`src/rtl/ship_placement_ctrl_if.sv`:
```
// ----------------------------------------------------------------------------
// ship_placement_ctrl_if
// Bundles the player-facing inputs and the ship-register-facing outputs of
// the placement controller.
//   master : drives i_start / i_btn_* (button logic), observes o_* outputs
//   slave  : the placement controller itself
// Signals:
//   i_start        begin/restart placement
//   i_btn_up/down/left/right/confirm   single-cycle button pulses
//   o_cursor       current cursor cell index (row*COLS+col)
//   o_cell_out     cell index for the ship position registers
//   o_ship_we      one-hot write enable, one bit per ship register
//   o_ship_clr     one-cycle clear pulse for all ship registers
//   o_occupied     bit i set when cell i holds a placed ship
//   o_ships_placed number of ships written so far
//   o_reject       one-cycle pulse: confirm landed on an occupied cell
//   o_busy         placement in progress
//   o_done         all ships placed
// ----------------------------------------------------------------------------
interface ship_placement_ctrl_if #(
    parameter int NUM_SHIPS = 5,
    parameter int ROWS      = 5,
    parameter int COLS      = 5
);
    localparam int NCELLS = ROWS * COLS;
    localparam int PW     = $clog2(NUM_SHIPS + 1);

    logic                 i_start;
    logic                 i_btn_up;
    logic                 i_btn_down;
    logic                 i_btn_left;
    logic                 i_btn_right;
    logic                 i_btn_confirm;
    logic [4:0]           o_cursor;
    logic [4:0]           o_cell_out;
    logic [NUM_SHIPS-1:0] o_ship_we;
    logic                 o_ship_clr;
    logic [NCELLS-1:0]    o_occupied;
    logic [PW-1:0]        o_ships_placed;
    logic                 o_reject;
    logic                 o_busy;
    logic                 o_done;

    modport master (
        output i_start, i_btn_up, i_btn_down, i_btn_left, i_btn_right, i_btn_confirm,
        input  o_cursor, o_cell_out, o_ship_we, o_ship_clr, o_occupied,
               o_ships_placed, o_reject, o_busy, o_done
    );

    modport slave (
        input  i_start, i_btn_up, i_btn_down, i_btn_left, i_btn_right, i_btn_confirm,
        output o_cursor, o_cell_out, o_ship_we, o_ship_clr, o_occupied,
               o_ships_placed, o_reject, o_busy, o_done
    );
endinterface

```
`src/rtl/ship_placement_ctrl.sv`:
```
// ----------------------------------------------------------------------------
// ship_placement_ctrl
// Placement-phase sequencer for the battleship game. Moves a board cursor
// from button pulses, checks each confirmed cell against already placed
// ships, and write-enables the next ship position register with the cell.
// Ports:
//   clk  clock
//   rst  synchronous active-high reset
//   sp   ship_placement_ctrl_if.slave (buttons in, ship register controls out)
// ----------------------------------------------------------------------------
module ship_placement_ctrl #(
    parameter int NUM_SHIPS = 5,
    parameter int ROWS      = 5,
    parameter int COLS      = 5
) (
    input  logic                  clk,
    input  logic                  rst,
    ship_placement_ctrl_if.slave  sp
);
    localparam int NCELLS = ROWS * COLS;
    localparam int RW     = (ROWS > 1) ? $clog2(ROWS) : 1;
    localparam int CLW    = (COLS > 1) ? $clog2(COLS) : 1;
    localparam int IW     = (NUM_SHIPS > 1) ? $clog2(NUM_SHIPS) : 1;
    localparam int PW     = $clog2(NUM_SHIPS + 1);

    typedef enum logic [2:0] {
        S_IDLE   = 3'd0,
        S_CLEAR  = 3'd1,
        S_SELECT = 3'd2,
        S_CHECK  = 3'd3,
        S_WRITE  = 3'd4,
        S_DONE   = 3'd5
    } state_t;

    state_t               r_state;
    logic [RW-1:0]        r_row;
    logic [CLW-1:0]       r_col;
    logic [4:0]           r_cursor;
    logic [NUM_SHIPS-1:0] r_ship_we;
    logic                 r_ship_clr;
    logic [NCELLS-1:0]    r_occupied;
    logic [PW-1:0]        r_ships_placed;
    logic [IW-1:0]        r_ship_idx;
    logic                 r_reject;
    logic                 r_busy;
    logic                 r_done;

    logic [RW-1:0]        w_row_nxt;
    logic [CLW-1:0]       w_col_nxt;
    logic [4:0]           w_cursor_nxt;
    logic                 w_move;
    logic [NCELLS-1:0]    w_cell_mask;

    // Next cursor position for a move button; up > down > left > right, all wrapping.
    always_comb begin
        w_row_nxt = r_row;
        w_col_nxt = r_col;
        if (sp.i_btn_up) begin
            w_row_nxt = (r_row == RW'(0)) ? RW'(ROWS - 1) : r_row - RW'(1);
        end else if (sp.i_btn_down) begin
            w_row_nxt = (r_row == RW'(ROWS - 1)) ? RW'(0) : r_row + RW'(1);
        end else if (sp.i_btn_left) begin
            w_col_nxt = (r_col == CLW'(0)) ? CLW'(COLS - 1) : r_col - CLW'(1);
        end else if (sp.i_btn_right) begin
            w_col_nxt = (r_col == CLW'(COLS - 1)) ? CLW'(0) : r_col + CLW'(1);
        end else begin
            w_row_nxt = r_row;
            w_col_nxt = r_col;
        end
        w_cursor_nxt = 5'(32'(w_row_nxt) * 32'(COLS) + 32'(w_col_nxt));
    end

    assign w_move      = sp.i_btn_up | sp.i_btn_down | sp.i_btn_left | sp.i_btn_right;
    assign w_cell_mask = NCELLS'(1) << r_cursor;

    // Placement FSM; every output is registered alongside the state change.
    always_ff @(posedge clk) begin
        if (rst) begin
            r_state        <= S_IDLE;
            r_row          <= RW'(0);
            r_col          <= CLW'(0);
            r_cursor       <= 5'd0;
            r_ship_we      <= '0;
            r_ship_clr     <= 1'b0;
            r_occupied     <= '0;
            r_ships_placed <= PW'(0);
            r_ship_idx     <= IW'(0);
            r_reject       <= 1'b0;
            r_busy         <= 1'b0;
            r_done         <= 1'b0;
        end else begin
            // Pulse outputs fall unless a transition below raises them.
            r_ship_we  <= '0;
            r_ship_clr <= 1'b0;
            r_reject   <= 1'b0;
            case (r_state)
                S_IDLE: begin
                    if (sp.i_start) begin
                        r_state    <= S_CLEAR;
                        r_ship_clr <= 1'b1;
                        r_busy     <= 1'b1;
                    end
                end
                S_CLEAR: begin
                    r_occupied     <= '0;
                    r_ships_placed <= PW'(0);
                    r_ship_idx     <= IW'(0);
                    r_row          <= RW'(0);
                    r_col          <= CLW'(0);
                    r_cursor       <= 5'd0;
                    r_state        <= S_SELECT;
                end
                S_SELECT: begin
                    // Confirm outranks movement, so the cursor stays frozen on confirm.
                    if (sp.i_btn_confirm) begin
                        r_state <= S_CHECK;
                    end else if (w_move) begin
                        r_row    <= w_row_nxt;
                        r_col    <= w_col_nxt;
                        r_cursor <= w_cursor_nxt;
                    end
                end
                S_CHECK: begin
                    if ((r_occupied & w_cell_mask) != '0) begin
                        r_reject <= 1'b1;
                        r_state  <= S_SELECT;
                    end else begin
                        r_ship_we <= NUM_SHIPS'(1) << r_ship_idx;
                        r_state   <= S_WRITE;
                    end
                end
                S_WRITE: begin
                    r_occupied     <= r_occupied | w_cell_mask;
                    r_ships_placed <= r_ships_placed + PW'(1);
                    r_ship_idx     <= r_ship_idx + IW'(1);
                    if (r_ship_idx == IW'(NUM_SHIPS - 1)) begin
                        r_state <= S_DONE;
                        r_busy  <= 1'b0;
                        r_done  <= 1'b1;
                    end else begin
                        r_state <= S_SELECT;
                    end
                end
                S_DONE: begin
                    if (sp.i_start) begin
                        r_state    <= S_CLEAR;
                        r_ship_clr <= 1'b1;
                        r_busy     <= 1'b1;
                        r_done     <= 1'b0;
                    end
                end
                default: begin
                    r_state <= S_IDLE;
                    r_busy  <= 1'b0;
                    r_done  <= 1'b0;
                end
            endcase
        end
    end

    assign sp.o_cursor       = r_cursor;
    assign sp.o_cell_out     = r_cursor;
    assign sp.o_ship_we      = r_ship_we;
    assign sp.o_ship_clr     = r_ship_clr;
    assign sp.o_occupied     = r_occupied;
    assign sp.o_ships_placed = r_ships_placed;
    assign sp.o_reject       = r_reject;
    assign sp.o_busy         = r_busy;
    assign sp.o_done         = r_done;
endmodule

```
`src/flat_wrapper.sv`:
```
// flat-port wrapper written by rule: the top's interface ports become plain ports
module ship_placement_ctrl_flat 
#(
    parameter int NUM_SHIPS = 5,
    parameter int ROWS      = 5,
    parameter int COLS      = 5
)
  (clk, rst, sp_i_start, sp_i_btn_up, sp_i_btn_down, sp_i_btn_left, sp_i_btn_right, sp_i_btn_confirm, sp_o_cursor, sp_o_cell_out, sp_o_ship_we, sp_o_ship_clr, sp_o_occupied, sp_o_ships_placed, sp_o_reject, sp_o_busy, sp_o_done);
  ship_placement_ctrl_if #(.NUM_SHIPS(NUM_SHIPS), .ROWS(ROWS), .COLS(COLS)) sp_i ();
  input  logic clk;
  input  logic rst;
  input wire logic [$bits(sp_i.i_start)-1:0] sp_i_start;
  input wire logic [$bits(sp_i.i_btn_up)-1:0] sp_i_btn_up;
  input wire logic [$bits(sp_i.i_btn_down)-1:0] sp_i_btn_down;
  input wire logic [$bits(sp_i.i_btn_left)-1:0] sp_i_btn_left;
  input wire logic [$bits(sp_i.i_btn_right)-1:0] sp_i_btn_right;
  input wire logic [$bits(sp_i.i_btn_confirm)-1:0] sp_i_btn_confirm;
  output wire logic [$bits(sp_i.o_cursor)-1:0] sp_o_cursor;
  output wire logic [$bits(sp_i.o_cell_out)-1:0] sp_o_cell_out;
  output wire logic [$bits(sp_i.o_ship_we)-1:0] sp_o_ship_we;
  output wire logic [$bits(sp_i.o_ship_clr)-1:0] sp_o_ship_clr;
  output wire logic [$bits(sp_i.o_occupied)-1:0] sp_o_occupied;
  output wire logic [$bits(sp_i.o_ships_placed)-1:0] sp_o_ships_placed;
  output wire logic [$bits(sp_i.o_reject)-1:0] sp_o_reject;
  output wire logic [$bits(sp_i.o_busy)-1:0] sp_o_busy;
  output wire logic [$bits(sp_i.o_done)-1:0] sp_o_done;
  assign sp_i.i_start = sp_i_start;
  assign sp_i.i_btn_up = sp_i_btn_up;
  assign sp_i.i_btn_down = sp_i_btn_down;
  assign sp_i.i_btn_left = sp_i_btn_left;
  assign sp_i.i_btn_right = sp_i_btn_right;
  assign sp_i.i_btn_confirm = sp_i_btn_confirm;
  assign sp_o_cursor = sp_i.o_cursor;
  assign sp_o_cell_out = sp_i.o_cell_out;
  assign sp_o_ship_we = sp_i.o_ship_we;
  assign sp_o_ship_clr = sp_i.o_ship_clr;
  assign sp_o_occupied = sp_i.o_occupied;
  assign sp_o_ships_placed = sp_i.o_ships_placed;
  assign sp_o_reject = sp_i.o_reject;
  assign sp_o_busy = sp_i.o_busy;
  assign sp_o_done = sp_i.o_done;
  ship_placement_ctrl #(.NUM_SHIPS(NUM_SHIPS), .ROWS(ROWS), .COLS(COLS)) u_core (.clk(clk), .rst(rst), .sp(sp_i));
endmodule
```
`config.mk`:
```
export PLATFORM = sky130hd
export DESIGN_NAME = ship_placement_ctrl_flat
export DESIGN_NICKNAME = d
export VERILOG_FILES = /design/src/rtl/ship_placement_ctrl_if.sv /design/src/rtl/ship_placement_ctrl.sv /design/src/flat_wrapper.sv
export SDC_FILE = /design/constraint.sdc
export NUM_CORES = 1
export LEC_CHECK = 0
export CAP_MARGIN = 10
export CORE_MARGIN = 2
export CORE_UTILIZATION = 45
export CTS_CLUSTER_DIAMETER = 150
export DETAILED_ROUTE_END_ITERATION = 6
export PLACE_DENSITY = 0.72
export SLEW_MARGIN = 10
export SYNTH_ARGS = -nofsm -noshare
export SYNTH_HDL_FRONTEND = slang
export SYNTH_SLANG_ARGS = --single-unit
```
`constraint.sdc`:
```
create_clock -name clk -period 7 [get_ports clk]
set_input_delay 1.05 -clock clk [delete_from_list [all_inputs] [get_ports clk]]
set_output_delay 1.05 -clock clk [all_outputs]
set_load 0.05 [all_outputs]
```
==> reports/metrics.cfg, run 1 <==
[synthesis]
synth_edf_count = 0
synth_cell_types = 56
yosys.area.top_type_share_pct = 38.5
synth_cells = 336
synth_nets = 362
netlist_area_um2 = 2810
avgSynthCellArea_um2 = 8.36
synthFlopType = dfxtp_1
yosysWarnings = 0
ys_top_cells_by_area = dfxtp_1, nor2_1, ha_1
synth.largest_area_cell = dfxtp_1
ys_seq_area_share_pct = 38.5
synth_seq_cells = 54
synthArstFlopShare_pct = 0

[floorplanning]
ioPinCount = 55
num_rows = 28
die_width_um = 83.0
dieArea_um2 = 6890
die_y_um = 83.0
initial_core_util_pct = 46.9
core_um2 = 5990

[power_and_ir_drop]
ir_worst_vdd_v = 0.0000885
p_leak_uw = 0.00127
p_per_area_nw_per_um2 = 178

[worst_hold_path]
hp-class = reg -> reg
hp-start = u_core.sp.o_occupied[2]$_SDFFE_PP0P_
hold_depth = 2
hold_end = u_core.sp.o_occupied[2]$_SDFFE_PP0P_

[cts]
clk_latency_ns = 0.31
clock_sinks = 54
cts-root-buf = clkbuf_8
cts-resized-gates = 0
cts-htree-levels = 2
cts_setup_buffers = 0
clk_pin_slew_ns = 0.10
holdBufCountCts = 0
cts_max_path_buffers = 2
cts_buffers = 5
cts_tree = yes

[setup_path]
cp_slowest_cell = clkdlybuf4s50_1
start_kind = primary input
critPathTopFamily = adder cells
critPathKind = in -> reg
worstPathRequired_ns = 7.18
endpoint_kind = register
r2r_start = u_core.r_row[0]$_SDFFE_PP0P_
arrival_ns = 4.14
crit_buf_inv = 1
crit_chain = clkdlybuf4s50_1, or2_2, a211oi_1, ha_1, ha_1, ha_1, a21o_1, a21oi_1, xor2_1, xnor2_1, a22oi_1, nor2_1
reg2reg_slack_ns = 3.76
r2r_end = u_core.sp.o_cell_out[4]$_SDFFE_PP0P_
cpMostUsedCell = ha_1
path_max_fanout = 10
reg2reg_depth = 14
slowest_delay_ns = 0.56

[sta]
clock.fmax_mhz = 253
period_share_pct = 56.5
whs_ns = 0.508
hold_viol = 0
timing.final.crit_period_ns = 3.96
rsz0062_at_grt = false
tightest_slew_ns = 1.20
fin_setup_tns_ns = 0
relSlewSlack_pct = 19.4
fin_skew_ns = 0.00721
setup_viol = 0
drv_slew = 0

[drt]
firstDrtPassIters = 4
via_per_inst = 5.67
drtIter0Drc = 183
postRouteAntennaNets = 0
drt-total-wl_um = 6520
drc = 0
wl_per_cell_um = 14.5
vias = 2544

[finish]
syn2layout_area_growth_pct = 22.5
nets = 399
fill_cells = 535
drive_above_1_share_pct = 5.35
diodes = 0

[global_route]
grt-ovfl-total = 0
grtUsageTotal_pct = 18.8
grt_pass1_vias = 2239
grt_antenna_before_repair = 0
grt_pass1_wl_um = 10900
grt_start_max_net_pins = 28

[placed_design]
port-buffer-count = 54
gp_congestion = 0.857
post-dp-hpwl_um = 4590

[outcome]
status = finished clean

[job]
max_cap_violations = 0

## layout make-up
type | count | area (um2) | share of cell area (%)
timing repair buffer | 55 | 548 | 15.9
clock inverter | 2 | 37.5 | 1.09
clock buffer | 6 | 72.6 | 2.11
inverter | 12 | 45.0 | 1.31
tap | 75 | 93.8 | 2.73
sequential | 54 | 1080 | 31.4
multi-input combinational | 245 | 1560 | 45.4
## worst max-delay path by stage
stage,start,endpoint,depth (start not counted)
2_1_floorplan,sp_i_btn_up,u_core.sp.o_cell_out[4]$_SDFFE_PP0P_,12
3_3_place_gp,sp_i_btn_up,u_core.sp.o_cell_out[4]$_SDFFE_PP0P_,12
3_5_place_dp,sp_i_btn_up,u_core.sp.o_cell_out[4]$_SDFFE_PP0P_,12
4_1_cts,sp_i_btn_up,u_core.sp.o_cell_out[4]$_SDFFE_PP0P_,12
5_1_grt,sp_i_btn_up,u_core.sp.o_cell_out[4]$_SDFFE_PP0P_,12
6_report,sp_i_btn_up,u_core.sp.o_cell_out[4]$_SDFFE_PP0P_,12
## metal layers
layer | share of wire (%) | up-vias | global-route usage, % | wire length, um
met3 | 5.3 | 4 | 3.78 | 347
met4 | 0.75 | 0 | 4.77 | 49
li1 | - | 1256 | - | -
met2 | 47 | 78 | 28.9 | 3070
met5 | 0 | - | 0 | 0
met1 | 47 | 1206 | 26.9 | 3050
## power breakdown
part / switching [uW] / internal (uW)
combinational: 50.3 / 29.4
sequential: 11.7 / 312
clock: 104 / 107
## worst register-to-register path, delay by kind of cell, from the launching register on
kind	cells	cell delay, ns
adders and majority gates	4	1.19
buffers and inverters	1	0.09
xor gates and xnor gates	2	0.27
AOI/OAI and AO/OA	5	0.95
DFF	1	0.43
and+or+nand+nor	2	0.18
## kinds of logic (layout without fill, tap and decap cells)
family	count (synthesis)	count (layout)	share of synthesized area, %
DFF	54	54	38.5
xor gates and xnor gates	7	7	2.18
buffers and inverters	37	75	5.88
muxes	6	6	2.32
and+or+nand+nor	122	122	21.8
adders and majority gates	18	18	8.28
AOI/OAI and AO/OA	92	92	21.0
## cells in the final DEF (no fill, tap or decap), types with 2 or more instances in the layout
cell / Yosys / final
a211oi_1: 3 / 3
a21o_1: 2 / 2
a21oi_1: 35 / 35
a22o_1: 3 / 3
a22oi_1: 15 / 15
a311oi_1: 2 / 2
a31oi_1: 5 / 5
clkbuf_8: 0 / 5
clkdlybuf4s50_1: 0 / 54
dfxtp_1: 54 / 54
ha_1: 17 / 17
inv_1: 11 / 11
mux2i_1: 5 / 5
nand2_1: 19 / 19
nand2b_1: 5 / 5
nand3_1: 4 / 4
nand3b_1: 3 / 3
nor2_1: 61 / 61
nor2b_1: 2 / 2
nor3_1: 3 / 3
nor3_2: 2 / 2
nor3b_1: 5 / 5
nor4_1: 4 / 4
nor4b_1: 2 / 2
o21a_1: 3 / 3
o21ai_0: 10 / 10
o31ai_1: 2 / 2
or2_2: 3 / 3
xor2_1: 6 / 6
## sequential cells by signal (all words and copies together) (netlist names)
signal and cells:
u_core.r_state 3, u_core.sp.o_cell_out 5, u_core.sp.o_ship_we 5, u_core.sp.o_reject 1, u_core.r_row 3, u_core.sp.o_busy 1, u_core.r_col 3, u_core.sp.o_occupied 25
u_core.sp.o_ships_placed 3, u_core.sp.o_ship_clr 1, u_core.sp.o_done 1, u_core.r_ship_idx 3
## cells in the mapped netlist, types with 4 or more instances
| cell | n |
|---|---|
| dfxtp_1 | 54 |
| nand2_1 | 19 |
| xor2_1 | 6 |
| a31oi_1 | 5 |
| buf_4 | 5 |
| mux2i_1 | 5 |
| clkbuf_1 | 13 |
| nor4_1 | 4 |
| nor2_1 | 61 |
| ha_1 | 17 |
| a22oi_1 | 15 |
| nor3b_1 | 5 |
| inv_1 | 11 |
| buf_2 | 6 |
| nand2b_1 | 5 |
| a21oi_1 | 35 |
| nand3_1 | 4 |
| o21ai_0 | 10 |
## metrics by stage
stage	instances	power, uW	util [%]	setup slack, ns	instance area (um2)
4_1_cts	449	616	57.4	3.06	3440
6_report	449	613	57.4	3.04	3440
3_3_place_gp	441	408	55.6	2.81	3330
5_1_grt	449	637	57.4	2.82	3440
3_5_place_dp	441	410	55.6	2.71	3330
2_1_floorplan	336	387	-	3.35	2810
Note: power is estimated with default switching activity, not from simulation.
==> run 2, diff against run 1 <==
--- a/config.mk
+++ b/config.mk
@@ -10,7 +10,7 @@
 export CORE_UTILIZATION = 45
 export CTS_CLUSTER_DIAMETER = 150
 export DETAILED_ROUTE_END_ITERATION = 6
-export PLACE_DENSITY = 0.72
+export PLACE_DENSITY = 0.75
 export SLEW_MARGIN = 10
 export SYNTH_ARGS = -nofsm -noshare
 export SYNTH_HDL_FRONTEND = slang
==> constraint.sdc (replaced) <==
create_clock -name clk -period 3.3 [get_ports clk]
set_input_delay 0.495 -clock clk [delete_from_list [all_inputs] [get_ports clk]]
set_output_delay 0.495 -clock clk [all_outputs]
set_load 0.05 [all_outputs]
==> reports/metrics.cfg, run 2 (synthesis results as in run 1) <==
[global_route]
grt_pass1_vias = 2480  ; +11%
top_usage_layer = met2
use_met1_pct = 25.3  ; -1.6 points
grt-ovfl-total = 0  ; unchanged
grt_start_max_net_pins = 28  ; unchanged
globalRouteMet2Util_pct = 34.7  ; +5.8 points
grt_pass1_wl_um = 11600  ; +6.7%
grtUsageTotal_pct = 20.2  ; +1.4 points
use_met3_pct = 3.78  ; unchanged
grt_antenna_before_repair = 0  ; unchanged

[drt]
drc = 0  ; unchanged
vias = 2648  ; +4.1%
via_per_inst = 5.76  ; +1.6%
drt-total-wl_um = 7040  ; +8.0%
postRouteAntennaNets = 0  ; unchanged
firstDrtPassIters = 5  ; +1
drtIter0Drc = 235  ; +28%
wl_per_cell_um = 15.3  ; +5.4%

[sta]
drv_slew = 0  ; unchanged
period_share_pct = 92.5
tightest_slew_ns = 1.09  ; -0.113 ns
clock.fmax_mhz = 327
rsz0062_at_grt = false
setup_viol = 0  ; unchanged
hold_viol = 0  ; unchanged
fin_setup_tns_ns = 0  ; unchanged
whs_ns = 0.507  ; -0.00124 ns
relSlewSlack_pct = 27.6  ; +8.1 points
timing.final.crit_period_ns = 3.05
fin_skew_ns = 0.00761  ; +0.000396 ns

[setup_path]
r2r_end = u_core.sp.o_cell_out[4]$_SDFFE_PP0P_
critPathKind = reg -> reg
start_kind = register
reg2reg_depth = 14  ; unchanged
path_max_fanout = 5  ; -5
cp_slowest_cell = dfxtp_2
critPathTopFamily = adder cells
crit_chain = inv_1, ha_1, nand2_1, a211oi_1, a211oi_1, ha_1, ha_1, ha_1, a21o_1, a21oi_1, xor2_1, xnor2_1, a22oi_1, nor2_1
arrival_ns = 3.26  ; -0.88 ns
reg2reg_slack_ns = 0.25  ; -3.51 ns
slowest_delay_ns = 0.39  ; -0.17 ns
crit_buf_inv = 1  ; unchanged
worstPathRequired_ns = 3.50  ; -3.68 ns
cpMostUsedCell = ha_1
endpoint_kind = register
r2r_start = u_core.r_row[0]$_SDFFE_PP0P_

[floorplanning]
num_rows = 28  ; unchanged
core_um2 = 5990  ; unchanged
dieArea_um2 = 6890  ; unchanged
initial_core_util_pct = 46.9  ; unchanged
ioPinCount = 55  ; unchanged
die_y_um = 83.0  ; unchanged
die_width_um = 83.0  ; unchanged

[worst_hold_path]
hp-class = reg -> reg
hp-start = u_core.sp.o_occupied[12]$_SDFFE_PP0P_
hold_depth = 2  ; unchanged
hold_end = u_core.sp.o_occupied[12]$_SDFFE_PP0P_

[cts]
clk_pin_slew_ns = 0.10  ; about the same
cts-htree-levels = 2  ; unchanged
holdBufCountCts = 0  ; unchanged
clock_sinks = 54  ; unchanged
cts-resized-gates = 0  ; unchanged
cts_buffers = 5  ; unchanged
cts_max_path_buffers = 2  ; unchanged
cts-root-buf = clkbuf_8
cts_tree = yes
clk_latency_ns = 0.31  ; about the same
cts_setup_buffers = 0  ; unchanged

[finish]
largest_reg_flops = 25  ; unchanged
final_cell_mix = nor2_1, clkdlybuf4s50_1, dfxtp_1
syn2layout_area_growth_pct = 25.5
final_cell_count_no_fill = 460  ; +2.4%
nets = 410  ; +2.8%
diodes = 0  ; unchanged
fill_cells = 546  ; +2.1%
drive_above_1_share_pct = 8.57  ; +3.2 points
final_common_cell = nor2_1

[placed_design]
gp_congestion = 0.886  ; +3.3%
placed_cells = 451  ; +2.3%
post-dp-hpwl_um = 5050  ; +10%
port-buffer-count = 54  ; unchanged

[power_and_ir_drop]
p_per_area_nw_per_um2 = 372  ; +110%
p_leak_uw = 0.00133  ; +4.6%
total_power_uw = 1310  ; +110%
ir_worst_vdd_v = 0.000223  ; +150%

[job]
max_cap_violations = 0  ; unchanged

[outcome]
status = finished clean

run 2: cell types whose count changed in the layout (fill, tap and decap cells not counted), sizes merged:
cell	change
buf	+11
run 2: worst max path at each step:
stage                                      start                              endpoint  cells past startpoint
floorplan                            sp_i_btn_up  u_core.sp.o_cell_out[4]$_SDFFE_PP0P_                     12
finish              u_core.r_row[0]$_SDFFE_PP0P_  u_core.sp.o_cell_out[4]$_SDFFE_PP0P_                     14
global route        u_core.r_row[0]$_SDFFE_PP0P_  u_core.sp.o_cell_out[4]$_SDFFE_PP0P_                     14
CTS                 u_core.r_row[0]$_SDFFE_PP0P_  u_core.sp.o_cell_out[4]$_SDFFE_PP0P_                     14
global placement                   sp_i_btn_down  u_core.sp.o_cell_out[4]$_SDFFE_PP0P_                     12
detailed placement                 sp_i_btn_down  u_core.sp.o_cell_out[4]$_SDFFE_PP0P_                     12
run 2: worst reg2reg max path: cells and delay by family (launching register included):
kind	cells	cell delay, ns
fa+ha+maj	4	1.17
flops	1	0.39
xor+xnor	2	0.26
simple gates	2	0.18
buf+inv	1	0.07
compound gates	5	0.85
run 2: cell type report:
type	count	area (um2)	share of cell area, %
Inverter	12	45.0	1.28
Sequential cell	54	1080	30.7
Timing Repair Buffer	66	628	17.8
Tap cell	75	93.8	2.66
Clock buffer	6	72.6	2.06
Clock inverter	2	37.5	1.06
Multi-Input combinational cell	245	1570	44.4
run 2: power breakdown:
group	total, uW	switching [uW]	internal (uW)
combinational	184	112	71.9
clock	444	217	227
sequential	685	24.3	661
total	1310	353	959
run 2: per-layer routing:
metal | share of wire [%] | vias up | routed length, um
li1 | - | 1281 | -
met1 | 43 | 1270 | 3060
met2 | 50 | 87 | 3530
met3 | 5.0 | 10 | 349
met4 | 1.4 | 0 | 97
met5 | 0 | - | 0
run 2: through the flow:
stage	area, um2	utilization (%)	setup slack, ns
2_1_floorplan	2810	-	0.203
3_3_place_gp	3410	56.9	-0.0247
3_5_place_dp	3410	56.9	-0.0826
4_1_cts	3520	58.8	0.136
5_1_grt	3530	58.9	0.00104
6_report	3530	58.9	0.246
==> run 3, diff against run 2 <==
--- a/config.mk
+++ b/config.mk
@@ -9,6 +9,7 @@
 export CORE_MARGIN = 2
 export CORE_UTILIZATION = 45
 export CTS_CLUSTER_DIAMETER = 150
+export CTS_CLUSTER_SIZE = 14
 export DETAILED_ROUTE_END_ITERATION = 6
 export PLACE_DENSITY = 0.75
 export SLEW_MARGIN = 10
==> results of run 3 <==
Final layout, timing and power as in run 2 (identical DEF).
